===== config.mk =====
export PLATFORM = sky130hd
export DESIGN_NAME = bitbang_sequencer_flat
export DESIGN_NICKNAME = d
export VERILOG_FILES = /design/src/rtl/bitbang_pkg.sv /design/src/rtl/bitbang_sequencer_if.sv /design/src/rtl/bitbang_cmd_fifo.sv /design/src/rtl/bitbang_sequencer.sv /design/src/flat_wrapper.sv
export SDC_FILE = /design/constraint.sdc
export NUM_CORES = 1
export LEC_CHECK = 0
export CORE_ASPECT_RATIO = 0.6
export CORE_MARGIN = 4
export CORE_UTILIZATION = 30
export DETAILED_ROUTE_END_ITERATION = 10
export GPL_TIMING_DRIVEN = 0
export PLACE_DENSITY_LB_ADDON = 0.25
export RECOVER_POWER = 25
export SLEW_MARGIN = 20
export SYNTH_ARGS = -nofsm -noshare
export SYNTH_HDL_FRONTEND = slang
export SYNTH_HIERARCHICAL = 1
export SYNTH_SLANG_ARGS = --single-unit

===== constraint.sdc =====
create_clock -name in_clk -period 4.25 [get_ports in_clk]
set_input_delay 0.85 -clock in_clk [delete_from_list [all_inputs] [get_ports in_clk]]
set_output_delay 0.85 -clock in_clk [all_outputs]
set_load 0.02 [all_outputs]

===== src/rtl/bitbang_pkg.sv =====
// Shared types for the bit-bang sequencer: FSM state and queued command.
// Command fields are sized for up to CMD_IO_MAX pins and CMD_HOLD_MAX hold bits.
package bitbang_pkg;

    localparam int CMD_IO_MAX   = 32;
    localparam int CMD_HOLD_MAX = 16;

    typedef enum logic [1:0] {
        ST_IDLE,
        ST_APPLY,
        ST_HOLD,
        ST_SAMPLE
    } state_t;

    typedef struct packed {
        logic [CMD_IO_MAX-1:0]   dir;
        logic [CMD_IO_MAX-1:0]   outval;
        logic [CMD_HOLD_MAX-1:0] hold;
        logic                    sample;
    } cmd_t;

endpackage


===== src/rtl/bitbang_sequencer_if.sv =====
// Command and response handshakes of the bit-bang sequencer.
// master = command producer / response consumer, slave = sequencer.
interface bitbang_sequencer_if #(
    parameter int IO_NUM_OF = 10,
    parameter int HOLD_W    = 8
);
    logic                 in_cmd_valid;
    logic                 out_cmd_ready;
    logic [IO_NUM_OF-1:0] in_cmd_dir;
    logic [IO_NUM_OF-1:0] in_cmd_outval;
    logic [HOLD_W-1:0]    in_cmd_hold;
    logic                 in_cmd_sample;
    logic                 out_rsp_valid;
    logic                 in_rsp_ready;
    logic [IO_NUM_OF-1:0] out_rsp_data;

    modport master (
        output in_cmd_valid, in_cmd_dir, in_cmd_outval,
        output in_cmd_hold, in_cmd_sample, in_rsp_ready,
        input  out_cmd_ready, out_rsp_valid, out_rsp_data
    );

    modport slave (
        input  in_cmd_valid, in_cmd_dir, in_cmd_outval,
        input  in_cmd_hold, in_cmd_sample, in_rsp_ready,
        output out_cmd_ready, out_rsp_valid, out_rsp_data
    );
endinterface


===== src/rtl/bitbang_cmd_fifo.sv =====
// Command FIFO; pointers carry an extra wrap bit to tell full from empty.
// A push while full is taken when a pop happens in the same cycle.
module bitbang_cmd_fifo #(
    parameter int WIDTH = 8,
    parameter int DEPTH = 4
) (
    input  logic             clk,
    input  logic             rst_n,
    input  logic             push,
    input  logic [WIDTH-1:0] wdata,
    input  logic             pop,
    output logic [WIDTH-1:0] rdata,
    output logic             full,
    output logic             empty
);
    localparam int AW = $clog2(DEPTH);

    logic [WIDTH-1:0] mem [DEPTH];
    logic [AW:0]      wptr;
    logic [AW:0]      rptr;
    logic             wr_en;
    logic             rd_en;

    assign empty = (wptr == rptr);
    assign full  = (wptr[AW] != rptr[AW]) &&
                   (wptr[AW-1:0] == rptr[AW-1:0]);
    assign rd_en = pop && !empty;
    assign wr_en = push && (!full || rd_en);
    assign rdata = mem[rptr[AW-1:0]];

    always_ff @(posedge clk or negedge rst_n) begin
        if (!rst_n) begin
            wptr <= '0;
            rptr <= '0;
            for (int i = 0; i < DEPTH; i++) mem[i] <= '0;
        end else begin
            if (wr_en) begin
                mem[wptr[AW-1:0]] <= wdata;
                wptr <= wptr + 1'b1;
            end
            if (rd_en) rptr <= rptr + 1'b1;
        end
    end
endmodule


===== src/rtl/bitbang_sequencer.sv =====
// Bit-bang sequencer: queued pin patterns held for a count, optional sampling.
// Define BITBANG_SEQ_SYNC_EN to pass in_io_pins through a 2-flop synchronizer.
import bitbang_pkg::*;

module bitbang_sequencer #(
    parameter int IO_NUM_OF = 10,
    parameter int HOLD_W    = 8,
    parameter int CMD_DEPTH = 4
) (
    input  logic                 in_clk,
    input  logic                 in_rst_n,
    bitbang_sequencer_if.slave   bus,
    output logic [IO_NUM_OF-1:0] out_io_direction,
    output logic [IO_NUM_OF-1:0] out_io_outval,
    input  logic [IO_NUM_OF-1:0] in_io_pins,
    output logic                 out_busy
);
    state_t               state;
    cmd_t                 push_cmd;
    cmd_t                 head;
    logic                 full;
    logic                 empty;
    logic                 push;
    logic                 pop;
    logic [HOLD_W-1:0]    cnt;
    logic [HOLD_W-1:0]    hold_in;
    logic [HOLD_W-1:0]    hold_ld;
    logic                 smp;
    logic                 hold_done;
    logic                 cap_ok;
    logic                 capture;
    logic                 chain;
    logic [IO_NUM_OF-1:0] io_dir;
    logic [IO_NUM_OF-1:0] io_val;
    logic                 rsp_valid;
    logic [IO_NUM_OF-1:0] rsp_data;
    logic [IO_NUM_OF-1:0] pins_s;

`ifdef BITBANG_SEQ_SYNC_EN
    logic [IO_NUM_OF-1:0] sync1;
    logic [IO_NUM_OF-1:0] sync2;

    always_ff @(posedge in_clk or negedge in_rst_n) begin
        if (!in_rst_n) begin
            sync1 <= '0;
            sync2 <= '0;
        end else begin
            sync1 <= in_io_pins;
            sync2 <= sync1;
        end
    end
    assign pins_s = sync2;
`else
    assign pins_s = in_io_pins;
`endif

    always_comb begin
        push_cmd        = '0;
        push_cmd.dir    = CMD_IO_MAX'(bus.in_cmd_dir);
        push_cmd.outval = CMD_IO_MAX'(bus.in_cmd_outval);
        push_cmd.hold   = CMD_HOLD_MAX'(bus.in_cmd_hold);
        push_cmd.sample = bus.in_cmd_sample;
    end

    assign push = bus.in_cmd_valid && !full;

    bitbang_cmd_fifo #(
        .WIDTH ($bits(cmd_t)),
        .DEPTH (CMD_DEPTH)
    ) u_fifo (
        .clk   (in_clk),
        .rst_n (in_rst_n),
        .push  (push),
        .wdata (push_cmd),
        .pop   (pop),
        .rdata (head),
        .full  (full),
        .empty (empty)
    );

    assign hold_in   = HOLD_W'(head.hold);
    assign hold_ld   = (hold_in == '0) ? HOLD_W'(1) : hold_in;
    assign hold_done = (state == ST_HOLD) && (cnt == HOLD_W'(1));
    assign cap_ok    = !rsp_valid || bus.in_rsp_ready;
    assign capture   = (state == ST_SAMPLE) && cap_ok;
    // Leaving HOLD/SAMPLE with work queued applies it on the same edge,
    // so consecutive patterns sit exactly their hold count apart.
    assign chain     = (hold_done && !smp) || capture;
    assign pop       = (state == ST_APPLY) || (chain && !empty);

    always_ff @(posedge in_clk or negedge in_rst_n) begin
        if (!in_rst_n) begin
            state     <= ST_IDLE;
            cnt       <= '0;
            smp       <= 1'b0;
            io_dir    <= '0;
            io_val    <= '0;
            rsp_valid <= 1'b0;
            rsp_data  <= '0;
        end else begin
            if (capture) begin
                rsp_valid <= 1'b1;
                rsp_data  <= pins_s;
            end else if (bus.in_rsp_ready) begin
                rsp_valid <= 1'b0;
            end
            if (pop) begin
                io_dir <= IO_NUM_OF'(head.dir);
                io_val <= IO_NUM_OF'(head.outval);
                cnt    <= hold_ld;
                smp    <= head.sample;
            end
            unique case (state)
                ST_IDLE:   if (!empty) state <= ST_APPLY;
                ST_APPLY:  state <= ST_HOLD;
                ST_HOLD: begin
                    if (hold_done) begin
                        if (smp)        state <= ST_SAMPLE;
                        else if (empty) state <= ST_IDLE;
                    end else begin
                        cnt <= cnt - 1'b1;
                    end
                end
                ST_SAMPLE: if (cap_ok) state <= empty ? ST_IDLE : ST_HOLD;
                default:   state <= ST_IDLE;
            endcase
        end
    end

    assign out_io_direction  = io_dir;
    assign out_io_outval     = io_val;
    assign out_busy          = (state != ST_IDLE) || !empty;
    assign bus.out_cmd_ready = !full;
    assign bus.out_rsp_valid = rsp_valid;
    assign bus.out_rsp_data  = rsp_data;
endmodule


===== src/flat_wrapper.sv =====
// flat-port wrapper written by rule: the top's interface ports become plain ports
module bitbang_sequencer_flat 
#(
    parameter int IO_NUM_OF = 10,
    parameter int HOLD_W    = 8,
    parameter int CMD_DEPTH = 4
)
  (in_clk, in_rst_n, out_io_direction, out_io_outval, in_io_pins, out_busy, bus_in_cmd_valid, bus_in_cmd_dir, bus_in_cmd_outval, bus_in_cmd_hold, bus_in_cmd_sample, bus_in_rsp_ready, bus_out_cmd_ready, bus_out_rsp_valid, bus_out_rsp_data);
  bitbang_sequencer_if #(.IO_NUM_OF(IO_NUM_OF), .HOLD_W(HOLD_W)) bus_i ();
  input  logic in_clk;
  input  logic in_rst_n;
  output logic [IO_NUM_OF-1:0] out_io_direction;
  output logic [IO_NUM_OF-1:0] out_io_outval;
  input  logic [IO_NUM_OF-1:0] in_io_pins;
  output logic out_busy;
  input wire logic [$bits(bus_i.in_cmd_valid)-1:0] bus_in_cmd_valid;
  input wire logic [$bits(bus_i.in_cmd_dir)-1:0] bus_in_cmd_dir;
  input wire logic [$bits(bus_i.in_cmd_outval)-1:0] bus_in_cmd_outval;
  input wire logic [$bits(bus_i.in_cmd_hold)-1:0] bus_in_cmd_hold;
  input wire logic [$bits(bus_i.in_cmd_sample)-1:0] bus_in_cmd_sample;
  input wire logic [$bits(bus_i.in_rsp_ready)-1:0] bus_in_rsp_ready;
  output wire logic [$bits(bus_i.out_cmd_ready)-1:0] bus_out_cmd_ready;
  output wire logic [$bits(bus_i.out_rsp_valid)-1:0] bus_out_rsp_valid;
  output wire logic [$bits(bus_i.out_rsp_data)-1:0] bus_out_rsp_data;
  assign bus_i.in_cmd_valid = bus_in_cmd_valid;
  assign bus_i.in_cmd_dir = bus_in_cmd_dir;
  assign bus_i.in_cmd_outval = bus_in_cmd_outval;
  assign bus_i.in_cmd_hold = bus_in_cmd_hold;
  assign bus_i.in_cmd_sample = bus_in_cmd_sample;
  assign bus_i.in_rsp_ready = bus_in_rsp_ready;
  assign bus_out_cmd_ready = bus_i.out_cmd_ready;
  assign bus_out_rsp_valid = bus_i.out_rsp_valid;
  assign bus_out_rsp_data = bus_i.out_rsp_data;
  bitbang_sequencer #(.IO_NUM_OF(IO_NUM_OF), .HOLD_W(HOLD_W), .CMD_DEPTH(CMD_DEPTH)) u_core (.in_clk(in_clk), .in_rst_n(in_rst_n), .bus(bus_i), .out_io_direction(out_io_direction), .out_io_outval(out_io_outval), .in_io_pins(in_io_pins), .out_busy(out_busy));
endmodule

Yosys cells after proc, flatten, opt, wreduce, memory -nomap -nowiden
Index checks and enable logic that the tools add are counted.
{"block": "op_classes", "n_addsub": 3, "order_cmp": 3, "eq_ne": 11, "mux": 19, "n_bitwise": 2, "reduce_logical": 23}
{"op": "324-bit bitwise mux", "count": 1}
{"op": "81-bit binary-select mux with 2-bit select", "count": 1}
{"op": "81-bit demux with 2-bit select", "count": 1}
{"op": "59-bit two-way mux", "count": 2}
{"op": "81-bit two-way mux", "count": 1}
{"op": "8-bit two-way mux", "count": 4}
{"op": "2-bit two-way mux", "count": 6}
{"op": "1-bit logical AND", "count": 9}
{"op": "8-bit by 1-bit == test with 1-bit output, second input constant", "count": 1}
{"op": "8-bit zero test", "count": 1}
{"op": "2-bit one-hot mux with 4 select lines", "count": 1}
{"op": "8-bit by 1-bit subtractor with 8-bit output, second input constant", "count": 1}
{"op": "3-bit by 1-bit adder with 3-bit output, second input constant", "count": 2}
{"op": "3-bit >= comparator, second input constant", "count": 2}
{"op": "2-bit inverter with 3-bit output", "count": 2}
{"op": "1-bit logical OR", "count": 5}
{"op": "2-bit == test, second input constant", "count": 2}
{"op": "1-bit zero test", "count": 4}
{"op": "2-bit by 1-bit inequality test with 1-bit output, second input constant", "count": 2}
{"op": "4-bit AND reduction", "count": 1}
{"op": "2-bit nonzero test", "count": 2}
{"op": "3-bit == test", "count": 1}
{"op": "3-bit by 1-bit < comparator with 1-bit output, second input constant", "count": 1}
{"op": "3-bit by 1-bit inequality test with 1-bit output, second input constant", "count": 1}
{"op": "6 further kinds", "count": 7}
{"block": "totals", "register_bits": 372, "input_bits": 43, "out_inout_bits": 33, "word_cells": 74}

Depth between registers and ports, before layout
{"block": "depth", "word_depth": 9, "mapped_depth": 14, "ltp_nobuf": 8}

Cells and area by module
Netlist, hierarchy kept.
{"mod": "bitbang_cmd_fifo", "instances": 1, "cells_each": 824, "area_per_inst_um2": 14503.9, "seq_area_each_um2": 8257.9}
{"mod": "bitbang_sequencer", "instances": 1, "cells_each": 147, "area_per_inst_um2": 1996.9, "seq_area_each_um2": 1051.0}

Worst setup path before layout
No wires, ideal clock.
{"block": "synth_timing", "kind": "flip-flop to flip-flop", "startpoint": "reg u_core.u_fifo.rptr[1]", "endpoint": "reg u_core/u_fifo/mem[182] (netlist name)", "setup_ns": 0.125, "arrival_time_ns": 3.546, "required_ns": 4.125, "path_slack_ns": 0.579, "path_stages_with_launch": 14, "path_buffers": 5, "period_less_slack_ns": 3.671, "cell_sequence": "dfrtp_1 > xor2_2 > buf_2 > nor3_1 > inv_1 > a31oi_2 > and2_4 > buf_6 > buf_6 > inv_1 > clkbuf_1 > o41ai_4 > buf_6 > mux2_2"}
{"block": "synth_between", "elab_chain_cells": 7, "elab_cells_between_ends": 11, "cone_classes": "eq/ne (2); reduce/logical (9)"}
{"item": "start: declaration", "line": "bitbang_cmd_fifo.sv:20", "text": "logic [AW:0] rptr;"}
{"item": "start signal: assignment", "line": "bitbang_cmd_fifo.sv:41", "text": "if (rd_en) rptr <= rptr + 1'b1;"}
{"item": "3-bit == test", "line": "bitbang_cmd_fifo.sv:24", "text": "assign empty = (wptr == rptr);"}
{"item": "named net u_core.empty", "line": "bitbang_sequencer.sv:22", "text": "logic empty;"}
{"item": "1-bit zero test", "line": "bitbang_sequencer.sv:89", "text": "assign pop = (state == ST_APPLY) || (chain && !empty);"}
{"item": "1-bit logical AND", "line": "bitbang_sequencer.sv:89"}
{"item": "1-bit logical OR", "line": "bitbang_sequencer.sv:89"}
{"item": "named net u_core.pop", "line": "bitbang_sequencer.sv:24", "text": "logic pop;"}
{"item": "1-bit logical AND", "line": "bitbang_cmd_fifo.sv:27", "text": "assign rd_en = pop && !empty;"}
{"item": "1-bit logical OR", "line": "bitbang_cmd_fifo.sv:28", "text": "assign wr_en = push && (!full || rd_en);"}
{"item": "1-bit logical AND", "line": "bitbang_cmd_fifo.sv:28"}
{"item": "end signal: indexed assignment", "line": "bitbang_cmd_fifo.sv:38", "text": "mem[wptr[AW-1:0]] <= wdata;"}
{"item": "end: declaration", "line": "bitbang_cmd_fifo.sv:18", "text": "logic [WIDTH-1:0] mem [DEPTH];"}
The timed path passes the listed nets, and every way through them passes these cells.
A chain may end at the register's enable or synchronous reset.

Worst setup path after layout
{"block": "layout_timing", "startpoint": "reg u_core.u_fifo.rptr[1]", "endpoint": "reg u_core/u_fifo/mem[3] (netlist name)"}
The elaborated chain is that of the path after synthesis.

==> impl_metrics.yaml <==
status:
  status: "finished with violations"
  violations: "capacitance limit, slew limit"
floorplanning:
  fp.dieW_um: 214
  coreArea_um2: 24600
  dieArea_um2: 28200
  ios: 76
  core.rowCount: 44
  die_h_um: 132
  initial_core_util: 0.311
layout:
  seqCellArea_um2: 4100
  multi_input_area_um2: 3190
  post-route-util: 0.385
  layout_common_cells: "dfrtp_1, mux2_2, clkdlybuf4s50_1, mux4_2, mux2_1"
  fin_nets: 632
  final_layout_size_suffix_gt1_frac: 0.412
  post-route-cell-area_um2: 9480
  area_growth_pct: 24.0
  diodes: 0
  n_fill_cell: 2272
  final_common_cell: "dfrtp_1"
placed_design:
  post-dp-hpwl_mm: 12.5
  gp_congestion: 0.752
  numPortBuffers: 75
  place_area_um2: 8860
pwr:
  p_total_w: 0.00801
  internal_power_w: 0.00532
  leakagePower_nw: 3.95
  p_sw_w: 0.00269
  power.density_nw_per_um2: 845
  swShare: 0.335
  clkPwrFrac: 0.201
  seq_power_share: 0.356
  irDropWorstVdd_uv: 384
  comb_power_share: 0.444
detailed_routing:
  routed-wl-met3_um: 675
  drt_first_pass_iters: 5
  routedWlPerCell_um: 18.9
  finalWirelength_mm: 17.4
  vias_per_cell: 4.78
  top_layer_used: "met5"
  num_vias: 4384
  wl_met1_mm: 8.53
  first_iter_violations: 219
  ant_nets: 0
  drc: 0
  met2WireLength_mm: 7.96
worst_hold_path:
  min_to: "u_core/u_fifo/mem[100]$_DFFE_PN0P_"
  hold_start: "u_core/u_fifo/mem[100]$_DFFE_PN0P_"
  worstHoldPathType: "reg2reg"
  hold_depth: 1
worst_setup_path:
  critical_path.max_fanout: 12
  required_ps: 4560
  r2r_cells: 13
  rr_startpoint: "u_core/u_fifo/rptr[1]$_DFFE_PN0P_"
  regToRegSetupSlack_ps: 310
  worstSetupPathType: "reg2reg"
  crit_arrival_ps: 4260
  reg2reg_to: "u_core/u_fifo/mem[3]$_DFFE_PN0P_"
  start_kind: "flip-flop"
  cp-end-kind: "flip-flop"
logic_synthesis:
  synth_area_per_cell_um2: 15.7
  synth.net_count: 537
  ys_warn_count: 6
  syn_inst: 487
  netlist_area_um2: 7650
sta:
  slew_violations: 53
  holdWs_ps: 490
  relSlewSlack: -0.994
  fin_worst_skew_ps: 10.3
  worstMarginPinSlew_ps: 2990
  finalHoldViolCount: 0
  min_period_ps: 3940
  post-route-period-util: 0.928
  max_clock_freq_ghz: 0.254
  setup_viol: 0
  rsz0062_at_grt: "false"
cts:
  cts.sinks: 164
  clk_latency_ps: 430
  cts_hold_buf: 0
  clkTransAtPathRegs_ps: 60
  cts_max_level: 4
  cts_buffers: 17
  clockRootBuffer: "clkbuf_16"
  post_cts_buffers: 0
  cts_tree: "built"
  clockBufferDepth: 2
global_routing:
  grt_util_all_layers: 0.129
  grt_pass1_wl_mm: 28.0
  grt_max_degree: 58
  grt_pass1_vias: 4872
  grt_overflow_total: 0
  antenna_found_initial: 1
flow_run:
  drv_cap: 1
-- state kept, by name (all words and copies together), names as in the netlist, 2 cells and up --
register                 cells
u_core/out_io_outval        10
u_core/u_fifo/mem          116
u_core/out_io_direction     10
u_core/u_fifo/wptr           3
u_core/bus.out_rsp_data     10
u_core/u_fifo/rptr           3
u_core/cnt                   8
u_core/state                 2
-- area by class of cell --
cell class / instances / share of cell area
Buffer: 42 / 0.0348
Clock buffer: 21 / 0.0496
Clock inverter: 11 / 0.0157
Inverter: 9 / 0.00356
Multi-Input combinational cell: 271 / 0.337
Sequential cell: 164 / 0.433
Tap cell: 322 / 0.0425
Timing Repair Buffer: 77 / 0.0843
-- power by group through the flow --
| stage | Combinational [W] | Clock [W] | Sequential [W] |
|---|---|---|---|
| after floorplan | 0.00242 | 0 | 0.00291 |
| after global placement | 0.00347 | 0 | 0.00282 |
| after detailed placement | 0.00359 | 0 | 0.00288 |
| after CTS | 0.00361 | 0.00166 | 0.00285 |
| after global routing | 0.00386 | 0.00174 | 0.00294 |
| final | 0.00355 | 0.00161 | 0.00285 |
-- worst max-delay path by stage --
stage | start | to | slack [ps] | depth (start not counted)
after floorplan | u_core/u_fifo/rptr[1]$_DFFE_PN0P_ | u_core/u_fifo/mem[162]$_DFFE_PN0P_ | 770 | 13
after global placement | in_rst_n | u_core/bus.out_rsp_data[1]$_DFFE_PN0P_ | -4330 | 1
after detailed placement | u_core/u_fifo/rptr[1]$_DFFE_PN0P_ | u_core/u_fifo/mem[58]$_DFFE_PN0P_ | -220 | 14
after CTS | u_core/u_fifo/rptr[1]$_DFFE_PN0P_ | u_core/u_fifo/mem[4]$_DFFE_PN0P_ | 4 | 14
after global routing | u_core/u_fifo/rptr[1]$_DFFE_PN0P_ | u_core/u_fifo/mem[8]$_DFFE_PN0P_ | 10 | 13
final | u_core/u_fifo/rptr[1]$_DFFE_PN0P_ | u_core/u_fifo/mem[3]$_DFFE_PN0P_ | 310 | 13
-- through the flow --
| step | instances | setup TNS (ps) | worst slack, ps |
|---|---|---|---|
| after global placement | 884 | -711770 | -4330 |
| after global routing | 917 | 0 | 14.9 |
| final | 917 | 0 | 307 |
| after detailed placement | 886 | -9770 | -221 |
| after CTS | 918 | 0 | 3.81 |
| after floorplan | 487 | 0 | 768 |
-- per-layer routing --
layer  up-vias  GRT usage
li1       2000          -
met5         -          0
met1      2305      0.179
met4         2     0.0353
met3        17     0.0418
met2        60      0.196
-- worst max-delay path, stage by stage (launching register included) --
cell and delay (ps):
dfrtp_1 440, xor2_2 250, buf_2 230, nor3_4 260, inv_1 130, a31oi_2 320, and2_4 210, buf_6 200
buf_6 190, inv_1 240, o41ai_1 430, buf_2 290, clkbuf_4 270, mux2_2 350
-- repair_timing --
item,4_1_cts,5_1_grt
resized for setup,2,2
setup endpoints to repair,85,86
endpoints found under the hold margin,0,0
pin swaps,0,0
(Power assumes the default switching activity.)
